==> config.mk <==
export PLATFORM = sky130hd
export DESIGN_NAME = execute_stage_flat
export DESIGN_NICKNAME = d
export VERILOG_FILES = /design/src/rtl/execute_stage_pkg.sv /design/src/rtl/execute_stage_if.sv /design/src/rtl/mul_iter.sv /design/src/rtl/execute_stage.sv /design/src/flat_wrapper.sv
export SDC_FILE = /design/constraint.sdc
export NUM_CORES = 1
export LEC_CHECK = 0
export CORE_MARGIN = 1.5
export CORE_UTILIZATION = 55
export CTS_CLUSTER_DIAMETER = 30
export DETAILED_ROUTE_END_ITERATION = 10
export PLACE_DENSITY = 0.79
export SYNTH_ARGS = -nofsm -noshare
export SYNTH_HDL_FRONTEND = slang
export SYNTH_SLANG_ARGS = --single-unit
export TNS_END_PERCENT = 1
==> constraint.sdc <==
create_clock -name clk -period 4.75 [get_ports clk]
set_input_delay 0.95 -clock clk [delete_from_list [all_inputs] [get_ports clk]]
set_output_delay 0.95 -clock clk [all_outputs]
set_load 0.03 [all_outputs]
==> src/rtl/execute_stage_pkg.sv <==
// Shared type definitions for the execute stage: instruction class, memory
// access type, ALU operation and FSM state encodings plus the branch-taken rule.
package execute_stage_pkg;

  typedef enum logic [2:0] {
    INSTR_NONE,
    INSTR_ALU,
    INSTR_LOAD,
    INSTR_STORE,
    INSTR_BRANCH,
    INSTR_JAL,
    INSTR_JALR
  } instr_type_t;

  typedef enum logic [2:0] {
    MEM_NONE,
    MEM_B,
    MEM_H,
    MEM_W,
    MEM_BU,
    MEM_HU
  } mem_type_t;

  typedef enum logic [3:0] {
    ALU_ADD,
    ALU_SUB,
    ALU_AND,
    ALU_OR,
    ALU_XOR,
    ALU_SLL,
    ALU_SRL,
    ALU_SRA,
    ALU_SLT,
    ALU_SLTU,
    ALU_EQ,
    ALU_NE,
    ALU_GE,
    ALU_GEU,
    ALU_MUL
  } alu_op_t;

  typedef enum logic [1:0] {
    ST_IDLE,
    ST_MUL_BUSY,
    ST_HOLD
  } ex_state_t;

  // Jumps always redirect; a branch redirects when its compare result is 1.
  function automatic logic is_taken(instr_type_t t, logic res0);
    return (t == INSTR_JAL) || (t == INSTR_JALR) || ((t == INSTR_BRANCH) && res0);
  endfunction

endpackage

==> src/rtl/execute_stage_if.sv <==
// Upstream/downstream handshake bundle and redirect outputs of the execute stage.
interface execute_stage_if #(parameter int XLEN = 32);
  import execute_stage_pkg::*;

  logic              in_valid;
  logic              in_ready;
  logic [XLEN-1:0]   in_pc;
  logic [XLEN-1:0]   in_src1;
  logic [XLEN-1:0]   in_src2;
  logic [XLEN-1:0]   in_rs1_data;
  logic [XLEN-1:0]   in_rs2_data;
  logic [XLEN-1:0]   in_imm;
  instr_type_t       in_instr_type;
  mem_type_t         in_mem_type;
  alu_op_t           in_op;
  logic [4:0]        in_dest;

  logic              out_valid;
  logic              out_ready;
  instr_type_t       out_instr_type;
  mem_type_t         out_mem_type;
  logic [4:0]        out_dest;
  logic [XLEN-1:0]   out_res;
  logic [XLEN-1:0]   out_rs2_data;
  logic [XLEN-1:0]   out_imm;

  logic              jmp;
  logic [XLEN-1:0]   jmp_addr;
  logic              jmp_misaligned;

  modport slave (
    input  in_valid, in_pc, in_src1, in_src2, in_rs1_data, in_rs2_data, in_imm,
           in_instr_type, in_mem_type, in_op, in_dest, out_ready,
    output in_ready, out_valid, out_instr_type, out_mem_type, out_dest,
           out_res, out_rs2_data, out_imm, jmp, jmp_addr, jmp_misaligned
  );

  modport master (
    output in_valid, in_pc, in_src1, in_src2, in_rs1_data, in_rs2_data, in_imm,
           in_instr_type, in_mem_type, in_op, in_dest, out_ready,
    input  in_ready, out_valid, out_instr_type, out_mem_type, out_dest,
           out_res, out_rs2_data, out_imm, jmp, jmp_addr, jmp_misaligned
  );

endinterface

==> src/rtl/mul_iter.sv <==
// Iterative shift-add multiplier: one multiplier bit per cycle, XLEN cycles,
// done is high in the last iteration with product already showing the final sum.
module mul_iter #(
  parameter int XLEN = 32
) (
  input  logic            clk,
  input  logic            abort,
  input  logic            start,
  input  logic [XLEN-1:0] a,
  input  logic [XLEN-1:0] b,
  output logic            done,
  output logic [XLEN-1:0] product
);

  localparam int CW = $clog2(XLEN + 1);

  logic [CW-1:0]   cnt;
  logic [XLEN-1:0] mcand;
  logic [XLEN-1:0] mplier;
  logic [XLEN-1:0] acc;
  logic [XLEN-1:0] acc_next;

  assign acc_next = mplier[0] ? acc + mcand : acc;
  assign done     = (cnt == CW'(1));
  assign product  = acc_next;

  always_ff @(posedge clk) begin
    if (abort) begin
      cnt    <= '0;
      acc    <= '0;
      mcand  <= '0;
      mplier <= '0;
    end else if (start) begin
      cnt    <= CW'(XLEN);
      acc    <= '0;
      mcand  <= a;
      mplier <= b;
    end else if (cnt != '0) begin
      cnt    <= cnt - CW'(1);
      acc    <= acc_next;
      mcand  <= mcand << 1;
      mplier <= mplier >> 1;
    end
  end

endmodule

==> src/rtl/execute_stage.sv <==
// Execute stage: combinational ALU, iterative multiply, branch/jump resolution
// and a single-entry output holding register with valid/ready handshakes.
module execute_stage
  import execute_stage_pkg::*;
#(
  parameter int XLEN   = 32,
  parameter bit MUL_EN = 1'b1
) (
  input logic              clk,
  input logic              rst,
  input logic              flush,
  execute_stage_if.slave   bus
);

  localparam int SW = $clog2(XLEN);

  ex_state_t       state, state_next;
  logic            jmp_q;
  instr_type_t     type_q;
  mem_type_t       mem_q;
  logic [4:0]      dest_q;
  logic [XLEN-1:0] res_q, rs2_q, imm_q, jaddr_q;

  logic            out_valid;
  logic            in_ready;
  logic            accept;
  logic            is_mul;
  logic            mul_done;
  logic [XLEN-1:0] mul_product;
  logic [XLEN-1:0] alu_res;
  logic [XLEN-1:0] jaddr_c;
  logic [SW-1:0]   shamt;

  assign out_valid = (state == ST_HOLD);
  assign in_ready  = (state != ST_MUL_BUSY) && !jmp_q && (!out_valid || bus.out_ready);
  assign accept    = bus.in_valid && in_ready;
  assign is_mul    = MUL_EN && (bus.in_op == ALU_MUL);
  assign shamt     = bus.in_src2[SW-1:0];

  mul_iter #(.XLEN(XLEN)) u_mul (
    .clk     (clk),
    .abort   (rst || flush),
    .start   (accept && is_mul && !flush),
    .a       (bus.in_src1),
    .b       (bus.in_src2),
    .done    (mul_done),
    .product (mul_product)
  );

  always_comb begin
    alu_res = '0;
    unique case (bus.in_op)
      ALU_ADD:  alu_res = bus.in_src1 + bus.in_src2;
      ALU_SUB:  alu_res = bus.in_src1 - bus.in_src2;
      ALU_AND:  alu_res = bus.in_src1 & bus.in_src2;
      ALU_OR:   alu_res = bus.in_src1 | bus.in_src2;
      ALU_XOR:  alu_res = bus.in_src1 ^ bus.in_src2;
      ALU_SLL:  alu_res = bus.in_src1 << shamt;
      ALU_SRL:  alu_res = bus.in_src1 >> shamt;
      ALU_SRA:  alu_res = $signed(bus.in_src1) >>> shamt;
      ALU_SLT:  alu_res = {{(XLEN-1){1'b0}}, ($signed(bus.in_src1) < $signed(bus.in_src2))};
      ALU_SLTU: alu_res = {{(XLEN-1){1'b0}}, (bus.in_src1 < bus.in_src2)};
      ALU_EQ:   alu_res = {{(XLEN-1){1'b0}}, (bus.in_src1 == bus.in_src2)};
      ALU_NE:   alu_res = {{(XLEN-1){1'b0}}, (bus.in_src1 != bus.in_src2)};
      ALU_GE:   alu_res = {{(XLEN-1){1'b0}}, ($signed(bus.in_src1) >= $signed(bus.in_src2))};
      ALU_GEU:  alu_res = {{(XLEN-1){1'b0}}, (bus.in_src1 >= bus.in_src2)};
      default:  alu_res = '0;
    endcase
  end

  always_comb begin
    jaddr_c = bus.in_pc + bus.in_imm;
    if (bus.in_instr_type == INSTR_JALR) begin
      jaddr_c = (bus.in_rs1_data + bus.in_imm) & ~XLEN'(1);
    end
  end

  always_comb begin
    state_next = state;
    unique case (state)
      ST_IDLE: begin
        if (accept) state_next = is_mul ? ST_MUL_BUSY : ST_HOLD;
      end
      ST_MUL_BUSY: begin
        if (mul_done) state_next = ST_HOLD;
      end
      ST_HOLD: begin
        if (accept)              state_next = is_mul ? ST_MUL_BUSY : ST_HOLD;
        else if (bus.out_ready)  state_next = ST_IDLE;
      end
      default: state_next = ST_IDLE;
    endcase
    if (flush) state_next = ST_IDLE;
  end

  // jmp is a one-cycle pulse raised only on the edge that enters HOLD.
  always_ff @(posedge clk) begin
    if (rst) begin
      state   <= ST_IDLE;
      jmp_q   <= 1'b0;
      type_q  <= INSTR_NONE;
      mem_q   <= MEM_NONE;
      dest_q  <= '0;
      res_q   <= '0;
      rs2_q   <= '0;
      imm_q   <= '0;
      jaddr_q <= '0;
    end else begin
      state <= state_next;
      jmp_q <= 1'b0;
      if (!flush) begin
        if (accept) begin
          type_q  <= bus.in_instr_type;
          mem_q   <= bus.in_mem_type;
          dest_q  <= bus.in_dest;
          rs2_q   <= bus.in_rs2_data;
          imm_q   <= bus.in_imm;
          jaddr_q <= jaddr_c;
          if (!is_mul) begin
            res_q <= alu_res;
            jmp_q <= is_taken(bus.in_instr_type, alu_res[0]);
          end
        end else if ((state == ST_MUL_BUSY) && mul_done) begin
          res_q <= mul_product;
          jmp_q <= is_taken(type_q, mul_product[0]);
        end
      end
    end
  end

  assign bus.in_ready       = in_ready;
  assign bus.out_valid      = out_valid;
  assign bus.out_instr_type = out_valid ? type_q : INSTR_NONE;
  assign bus.out_mem_type   = mem_q;
  assign bus.out_dest       = dest_q;
  assign bus.out_res        = res_q;
  assign bus.out_rs2_data   = rs2_q;
  assign bus.out_imm        = imm_q;
  assign bus.jmp            = jmp_q;
  assign bus.jmp_addr       = jaddr_q;
  assign bus.jmp_misaligned = jmp_q && (jaddr_q[1:0] != 2'b00);

endmodule
==> src/flat_wrapper.sv <==
// flat-port wrapper written by rule: the top's interface ports become plain ports
module execute_stage_flat import execute_stage_pkg::*;
#(
  parameter int XLEN   = 32,
  parameter bit MUL_EN = 1'b1
)
  (clk, rst, flush, bus_in_valid, bus_in_pc, bus_in_src1, bus_in_src2, bus_in_rs1_data, bus_in_rs2_data, bus_in_imm, bus_in_instr_type, bus_in_mem_type, bus_in_op, bus_in_dest, bus_out_ready, bus_in_ready, bus_out_valid, bus_out_instr_type, bus_out_mem_type, bus_out_dest, bus_out_res, bus_out_rs2_data, bus_out_imm, bus_jmp, bus_jmp_addr, bus_jmp_misaligned);
  execute_stage_if #(.XLEN(XLEN)) bus_i ();
  input logic clk;
  input logic rst;
  input logic flush;
  input wire logic [$bits(bus_i.in_valid)-1:0] bus_in_valid;
  input wire logic [$bits(bus_i.in_pc)-1:0] bus_in_pc;
  input wire logic [$bits(bus_i.in_src1)-1:0] bus_in_src1;
  input wire logic [$bits(bus_i.in_src2)-1:0] bus_in_src2;
  input wire logic [$bits(bus_i.in_rs1_data)-1:0] bus_in_rs1_data;
  input wire logic [$bits(bus_i.in_rs2_data)-1:0] bus_in_rs2_data;
  input wire logic [$bits(bus_i.in_imm)-1:0] bus_in_imm;
  input wire logic [$bits(bus_i.in_instr_type)-1:0] bus_in_instr_type;
  input wire logic [$bits(bus_i.in_mem_type)-1:0] bus_in_mem_type;
  input wire logic [$bits(bus_i.in_op)-1:0] bus_in_op;
  input wire logic [$bits(bus_i.in_dest)-1:0] bus_in_dest;
  input wire logic [$bits(bus_i.out_ready)-1:0] bus_out_ready;
  output wire logic [$bits(bus_i.in_ready)-1:0] bus_in_ready;
  output wire logic [$bits(bus_i.out_valid)-1:0] bus_out_valid;
  output wire logic [$bits(bus_i.out_instr_type)-1:0] bus_out_instr_type;
  output wire logic [$bits(bus_i.out_mem_type)-1:0] bus_out_mem_type;
  output wire logic [$bits(bus_i.out_dest)-1:0] bus_out_dest;
  output wire logic [$bits(bus_i.out_res)-1:0] bus_out_res;
  output wire logic [$bits(bus_i.out_rs2_data)-1:0] bus_out_rs2_data;
  output wire logic [$bits(bus_i.out_imm)-1:0] bus_out_imm;
  output wire logic [$bits(bus_i.jmp)-1:0] bus_jmp;
  output wire logic [$bits(bus_i.jmp_addr)-1:0] bus_jmp_addr;
  output wire logic [$bits(bus_i.jmp_misaligned)-1:0] bus_jmp_misaligned;
  assign bus_i.in_valid = bus_in_valid;
  assign bus_i.in_pc = bus_in_pc;
  assign bus_i.in_src1 = bus_in_src1;
  assign bus_i.in_src2 = bus_in_src2;
  assign bus_i.in_rs1_data = bus_in_rs1_data;
  assign bus_i.in_rs2_data = bus_in_rs2_data;
  assign bus_i.in_imm = bus_in_imm;
  assign bus_i.in_instr_type = bus_in_instr_type;
  assign bus_i.in_mem_type = bus_in_mem_type;
  assign bus_i.in_op = bus_in_op;
  assign bus_i.in_dest = bus_in_dest;
  assign bus_i.out_ready = bus_out_ready;
  assign bus_in_ready = bus_i.in_ready;
  assign bus_out_valid = bus_i.out_valid;
  assign bus_out_instr_type = bus_i.out_instr_type;
  assign bus_out_mem_type = bus_i.out_mem_type;
  assign bus_out_dest = bus_i.out_dest;
  assign bus_out_res = bus_i.out_res;
  assign bus_out_rs2_data = bus_i.out_rs2_data;
  assign bus_out_imm = bus_i.out_imm;
  assign bus_jmp = bus_i.jmp;
  assign bus_jmp_addr = bus_i.jmp_addr;
  assign bus_jmp_misaligned = bus_i.jmp_misaligned;
  execute_stage #(.XLEN(XLEN), .MUL_EN(MUL_EN)) u_core (.clk(clk), .rst(rst), .flush(flush), .bus(bus_i));
endmodule
# Yosys cells after proc, flatten, opt, wreduce, memory -nomap -nowiden
# Cells that the tools add are included.
classes:
  mux: 22
  n_lt_le_gt_ge: 4
  eq_ne: 30
  addsub: 6
  bitwise_logic: 4
  reduce_logical: 29
  n_shift: 3
op_table:
  columns: ["cell", "n"]
  rows:
  - ["one-hot mux 32 bit (14 select lines)", 1]
  - ["two-way mux 32 bit", 9]
  - ["adder 32 bit", 4]
  - ["greater-or-equal comparator 32 bit", 2]
  - ["< comparator 32 bit", 2]
  - ["bitwise AND 32 bit", 1]
  - ["equality test 32 bit", 1]
  - ["!= test 32 bit", 1]
  - ["bitwise OR 32 bit", 1]
  - ["left shift 32 x 5 -> 32 bit", 1]
  - [">> shifter 32 x 5 -> 32 bit", 1]
  - [">>> shifter 32 x 5 -> 32 bit", 1]
  - ["subtractor 32 bit", 1]
  - ["XOR 32 bit", 1]
  - ["equality test 4 bit (second input constant)", 7]
  - ["equality test 3 bit (second input constant)", 6]
  - ["equality test 4 x 3 -> 1 bit (second input constant)", 4]
  - ["two-way mux 6 bit", 2]
  - ["two-way mux 2 bit", 5]
  - ["logical AND 1 bit", 9]
  - ["equality test 4 x 2 -> 1 bit (second input constant)", 2]
  - ["equality test 6 x 1 -> 1 bit (second input constant)", 1]
  - ["logical OR 1 bit", 6]
  - ["!= test 2 x 1 -> 1 bit (second input constant)", 3]
  - ["other kinds (18)", 26]
word_totals:
  reg_bits: 244
  in_bits: 212

# Logic depth before layout (Yosys ltp)
logic_depth:
  ltp_word: 8
  depth_mapped: 16

# Hierarchy
# From an unflattened synthesis, not the netlist that was laid out.
hier_totals:
  cells_unflattened: 3295
  area_unflattened_um2: 23480.0
modules_own_cells:
  columns: ["module", "seq_area_each_um2", "area_per_inst_um2", "n_inst", "cells_each"]
  rows:
  - ["execute_stage", 2842.7, 17190.2, 1, 2428]
  - ["mul_iter", 2042.0, 6289.8, 1, 867]

# Least setup slack after synthesis
# OpenSTA, ideal clock, no wires.
synth_timing:
  path_kind: "input to register"
  from: "input port bus_in_src2[1]"
  to: "register u_core.res_q[0], in the netlist u_core.bus.out_res[0]"
  t_arrival_ps: 4088
  setup_slack_ps: 570
  setup_time_ps: 92
  path_stages: 15
  path_cell_list: "buf_2 -> clkinv_1 -> buf_2 -> buf_1 -> fa_1 -> nor2b_2 -> o311ai_4 -> a21oi_2 -> nor3_4 -> o31ai_4 -> a211oi_4 -> xnor2_1 -> a2111oi_2 -> nor4_1 -> nor4_1"
synth_between:
  elab_chain_cells: 4
  word_cells_on_any_way: 12
  classes_between: "order compare: 4; eq/ne: 2; shift: 3; mux: 3"
synth_lines:
  columns: ["item", "line", "text"]
  rows:
  - ["from (decl)", "flat_wrapper.sv:15", "input wire logic [$bits(bus_i.in_src2)-1:0] bus_in_src2;"]
  - ["greater-or-equal comparator 32 bit (tied with other cells)", "execute_stage.sv:66", "ALU_GEU: alu_res = {{(XLEN-1){1'b0}}, (bus.in_src1 >= bus.in_src2)};"]
  - ["one-hot mux 32 bit (14 select lines) (*)", "execute_stage.sv:52", "unique case (bus.in_op)"]
  - ["two-way mux 32 bit (*)", "execute_stage.sv:119", "if (!is_mul) begin"]
  - ["two-way mux 32 bit (*)", "execute_stage.sv:112", "if (accept) begin"]
  - ["to (signal assigned)", "execute_stage.sv:120", "res_q <= alu_res;"]
  - ["to (signal assigned)", "execute_stage.sv:124", "res_q <= mul_product;"]
  - ["to (decl)", "execute_stage.sv:22", "logic [XLEN-1:0] res_q, rs2_q, imm_q, jaddr_q;"]
# Every way passes the cells marked *; elsewhere a longest branch is shown, timed or not. The select of a mux whose other input is x is not followed.
# A chain may end at the register's enable or synchronous reset.

# Worst setup path in the final report
layout_timing:
  from: "input port bus_in_op[2]"
  to: "register u_core.res_q[10], in the netlist u_core.bus.out_res[10]"
layout_between:
  elab_chain_cells: 4
  word_cells_on_any_way: 20
  classes_between: "eq/ne: 15; mux: 3; reduce/logical: 2"
layout_lines:
  columns: ["item", "line", "text"]
  rows:
  - ["from (decl)", "flat_wrapper.sv:21", "input wire logic [$bits(bus_i.in_op)-1:0] bus_in_op;"]
  - ["equality test 4 bit (tied with other cells)", "execute_stage.sv:52", null]
  - ["one-hot mux 32 bit (14 select lines)", "execute_stage.sv:52", null]
  - ["two-way mux 32 bit", "execute_stage.sv:119", null]
  - ["two-way mux 32 bit", "execute_stage.sv:112", null]
# Parallel ways exist; a longest one is shown, timed or not. The select of a mux whose other input is x is not followed.

==> impl_results.md <==
- Outcome: complete, but fails checks
- Failing checks: capacitance limit, slew limit
- Antenna Nets Post-Route: 0
- Sw Share: 39.72%
- PD cells: 361.2 nW/um^2
- Seq/Total Area, Yosys: 21.04%
- Hold Buf Count CTS: 0
- Via count: 28.54k
- Number of global-route vias before repair: 26.88k
- Synth Instances: 3249
- Layout cells sized above 1: 9.687%
- Cell Area, Synth: 23220 sq um
- Final Slew Violations: 2
- Mux share of post-synthesis cell area: 6.358%
- CTS H-tree depth: 3
- Yosys warns: 0
- CTS tree: built
- Main combinational cell family by area after synthesis: compound AO/OA/AOI/OAI gates
- Synth top cells by count: nand2_1 (511), a21oi_1 (353), nor2_1 (342)
- Worst-skew pair later-pin latency: 0.60 ns
- Maximum vdd drop: 0.8960 mV
- Cell area after layout: 29960 sq um
- Core Util, Final: 71.75%
- Post-CTS Setup Inserts: 0
- Post-synth EDFFs: 0
- Clk root buf: clkbuf_16
- CP max FO: 10
- Fin worst setup slack: 0.3655 ns
- Critical path arrival: 4.87 ns
- Max Clk Rate: 228.1 MHz
- Switch Pwr: 4.299 mW
- Ordered list of cells on the worst path: clkdlybuf4s50_1 -> inv_1 -> and3_1 -> a22oi_1 -> o21ai_0 -> a2111oi_0 -> buf_4 -> o22ai_1 -> a211o_1 -> o211a_1
- Synth Register Bits: 244
- Die Ht: 208.5 microns
- Post-DP Area: 27720 sq um
- Top cell type by total area after synthesis: dfxtp_1
- Final WL: 110800 microns
- Slew @ Worst Pin: 1.594 ns
- Main synth FF type: dfxtp_1
- Sequential Power Share: 21.6%
- Crit-path slowest cell: a2111oi_0
- Critical path's largest stage delay: 1.09 ns
- Core footprint: 41760 sq um
- Count leader, synth: nand2_1
- Synth unique cells: 94
- Comb power frac: 36.7%
- Final Hold Viols: 0
- Residual DRC: 0
- CP endpoint kind: register
- Drt pass-1 iters: 7
- Clk buf depth: 3
- Area grow syn2layout: 29.04%
- DR vias/cell: 6.823
- Clock skew: 0.03119 ns
- P_leak: 12.14 nW
- Nets: 4004
- Power Total: 10.82 mW
- # setup viols final: 0
- Initial antenna violation count: 2
- # rows: 75
- Ant diodes: 0
- Synth Area in Compound Gates: 30.12%
- Post-layout min period: 4.384 ns
- Clock Power Share: 41.7%
- I/O pin cnt: 355
- Dpl hpwl: 84030 microns
- Synth Area in XOR/XNOR: 4.074%
- Place WS: -0.05821 ns
- Top area cells in the synthesized netlist: dfxtp_1 (21%), ha_1 (10%), nand2_1 (8.3%), a21oi_1 (7.6%), nor2_1 (5.5%)
- First-pass GRT wire length: 162300 microns
- Dpl cells: 4067
- Setup slack, reg-to-reg: 1.08 ns
- Critical Path Source Type: input pin
- Mapped Nets: 3657
- Die area: 43460 sq um
- Initial cell density of the core: 55.60%
- Port Buf Inserts: 354
- Post-CTS resize count: 0
- Final period util: 92.30%
- FFs w/ async S/R, synth: 0%
- CTS sink count: 244
- Synth Area in Simple Gates: 21.52%
- RSZ-0062 raised after global routing: false
- Pint: 6.523 mW
- GRT Util Overall: 48.76%
- Max transition margin: -7.629%
- Multi-input gate area: 16950 sq um
- WS Path Type: in2reg
- Register area: 4885 sq um
- Fin cells: 4183
- Chip width: 208.5 microns
- CTS buffer count: 66
- Number of max-cap violations: 1
- Gpl congestion: 1.189
- Yosys top cell area share: 21.04%
- Largest net degree at the start of global routing: 123
- Syn_area_per_cell: 7.147 sq um
- Post-synthesis adder-cell area fraction: 10.72%
- Hold crit path type: reg2reg
- Clock slew at reported path FFs: 0.04 ns
- Routed WL per cell: 26.48 microns
- Remaining Overflow, GRT: 0
- Critical Path RT: 5.24 ns
- Number of fill cells in the layout: 3220
- 1st-iter DRT viols: 4281
critical path: cells and delay by family:
| kind | cells | cell delay [ns] |
|---|---|---|
| AOI/OAI and AO/OA | 6 | 2.38 |
| and+or+nand+nor | 1 | 0.44 |
| buffers and inverters | 3 | 1.08 |
metal layers:
layer | up-vias | part of all wire, % | track usage, %
li1 | 12470 | - | -
met1 | 13360 | 37 | 60.85
met2 | 2199 | 42 | 72.44
met3 | 509 | 14 | 15.97
met4 | 2 | 7.1 | 30.38
met5 | - | 0.014 | 0
cell families after synthesis:
logic type,after synthesis
multiplexers,122
buffers and inverters,358
adder cells (fa/ha/maj),196
AO/OA/AOI/OAI,1071
AND/OR/NAND/NOR,1150
flip-flops,244
XOR/XNOR,108
area by class of cell:
type                       count  area share (%)
tap                          539           2.251
clock buffer                  79           5.980
inverter                     128           1.604
multi-input combinational   2647           56.56
timing repair buffer         509           15.81
clock inverter                37           1.491
sequential                   244           16.30
layout by cell type, fill, tap and decap left out, types with 13 or more instances in the layout:
master,n
mux4_2,19
o31ai_1,22
a221oi_1,31
o21ai_0,199
o22ai_1,16
inv_1,125
a311oi_1,75
nand4_1,25
dfxtp_1,244
mux2_2,14
clkbuf_16,67
a21oi_1,353
xor2_1,40
buf_4,153
and2_1,14
clkdlybuf4s50_1,349
a21o_1,60
nand2b_1,20
nand3_1,48
o211ai_1,33
a31oi_1,33
mux2i_1,89
nor2b_1,24
and3_1,22
nor3_1,64
a211oi_1,71
o221ai_1,13
xnor2_1,68
nand2_1,509
nor4_1,18
nor2_1,340
or3_1,13
ha_1,191
clkinv_2,15
o21bai_1,20
o21a_1,15
path summary, 6_finish.rpt:
check	startpoint	end	cells past startpoint
worst min register to register	u_core.bus.out_imm[4]$_SDFFE_PP0P_	u_core.bus.out_imm[4]$_SDFFE_PP0P_	2
worst max-delay path	bus_in_op[2]	u_core.bus.out_res[10]$_SDFFE_PP0P_	10
worst max register to register	u_core.u_mul.mcand[0]$_SDFFE_PP0P_	u_core.bus.out_res[28]$_SDFFE_PP0P_	13
worst min-delay path	u_core.bus.out_imm[4]$_SDFFE_PP0P_	u_core.bus.out_imm[4]$_SDFFE_PP0P_	2
flip-flops by register name (all words and copies together) (netlist names):
name / flops
u_core.u_mul.mplier: 32
u_core.bus.out_mem_type: 3
u_core.bus.jmp: 1
u_core.bus.jmp_addr: 32
u_core.state: 2
u_core.u_mul.mcand: 32
u_core.bus.out_res: 32
u_core.u_mul.acc: 32
u_core.bus.out_rs2_data: 32
u_core.bus.out_imm: 32
u_core.bus.out_dest: 5
u_core.u_mul.cnt: 6
u_core.type_q: 3
metrics by stage:
stage / setup TNS, ns / hold slack [ns]
final: 0 / 0.4561
after global placement: 0 / 0.4416
after global routing: 0 / 0.4739
after floorplan: 0 / 0.4451
after detailed placement: -0.05821 / 0.4461
after CTS: 0 / 0.4522
power groups by stage:
stage / Combinational (mW) / Clock (mW) / Sequential (mW)
6_report: 3.97 / 4.51 / 2.33
3_3_place_gp: 3.68 / 0 / 2.35
2_1_floorplan: 2.25 / 0 / 2.46
5_1_grt: 4.16 / 4.61 / 2.34
3_5_place_dp: 3.76 / 0 / 2.36
4_1_cts: 3.81 / 4.51 / 2.33
Note: power is estimated with default switching activity, not from simulation.
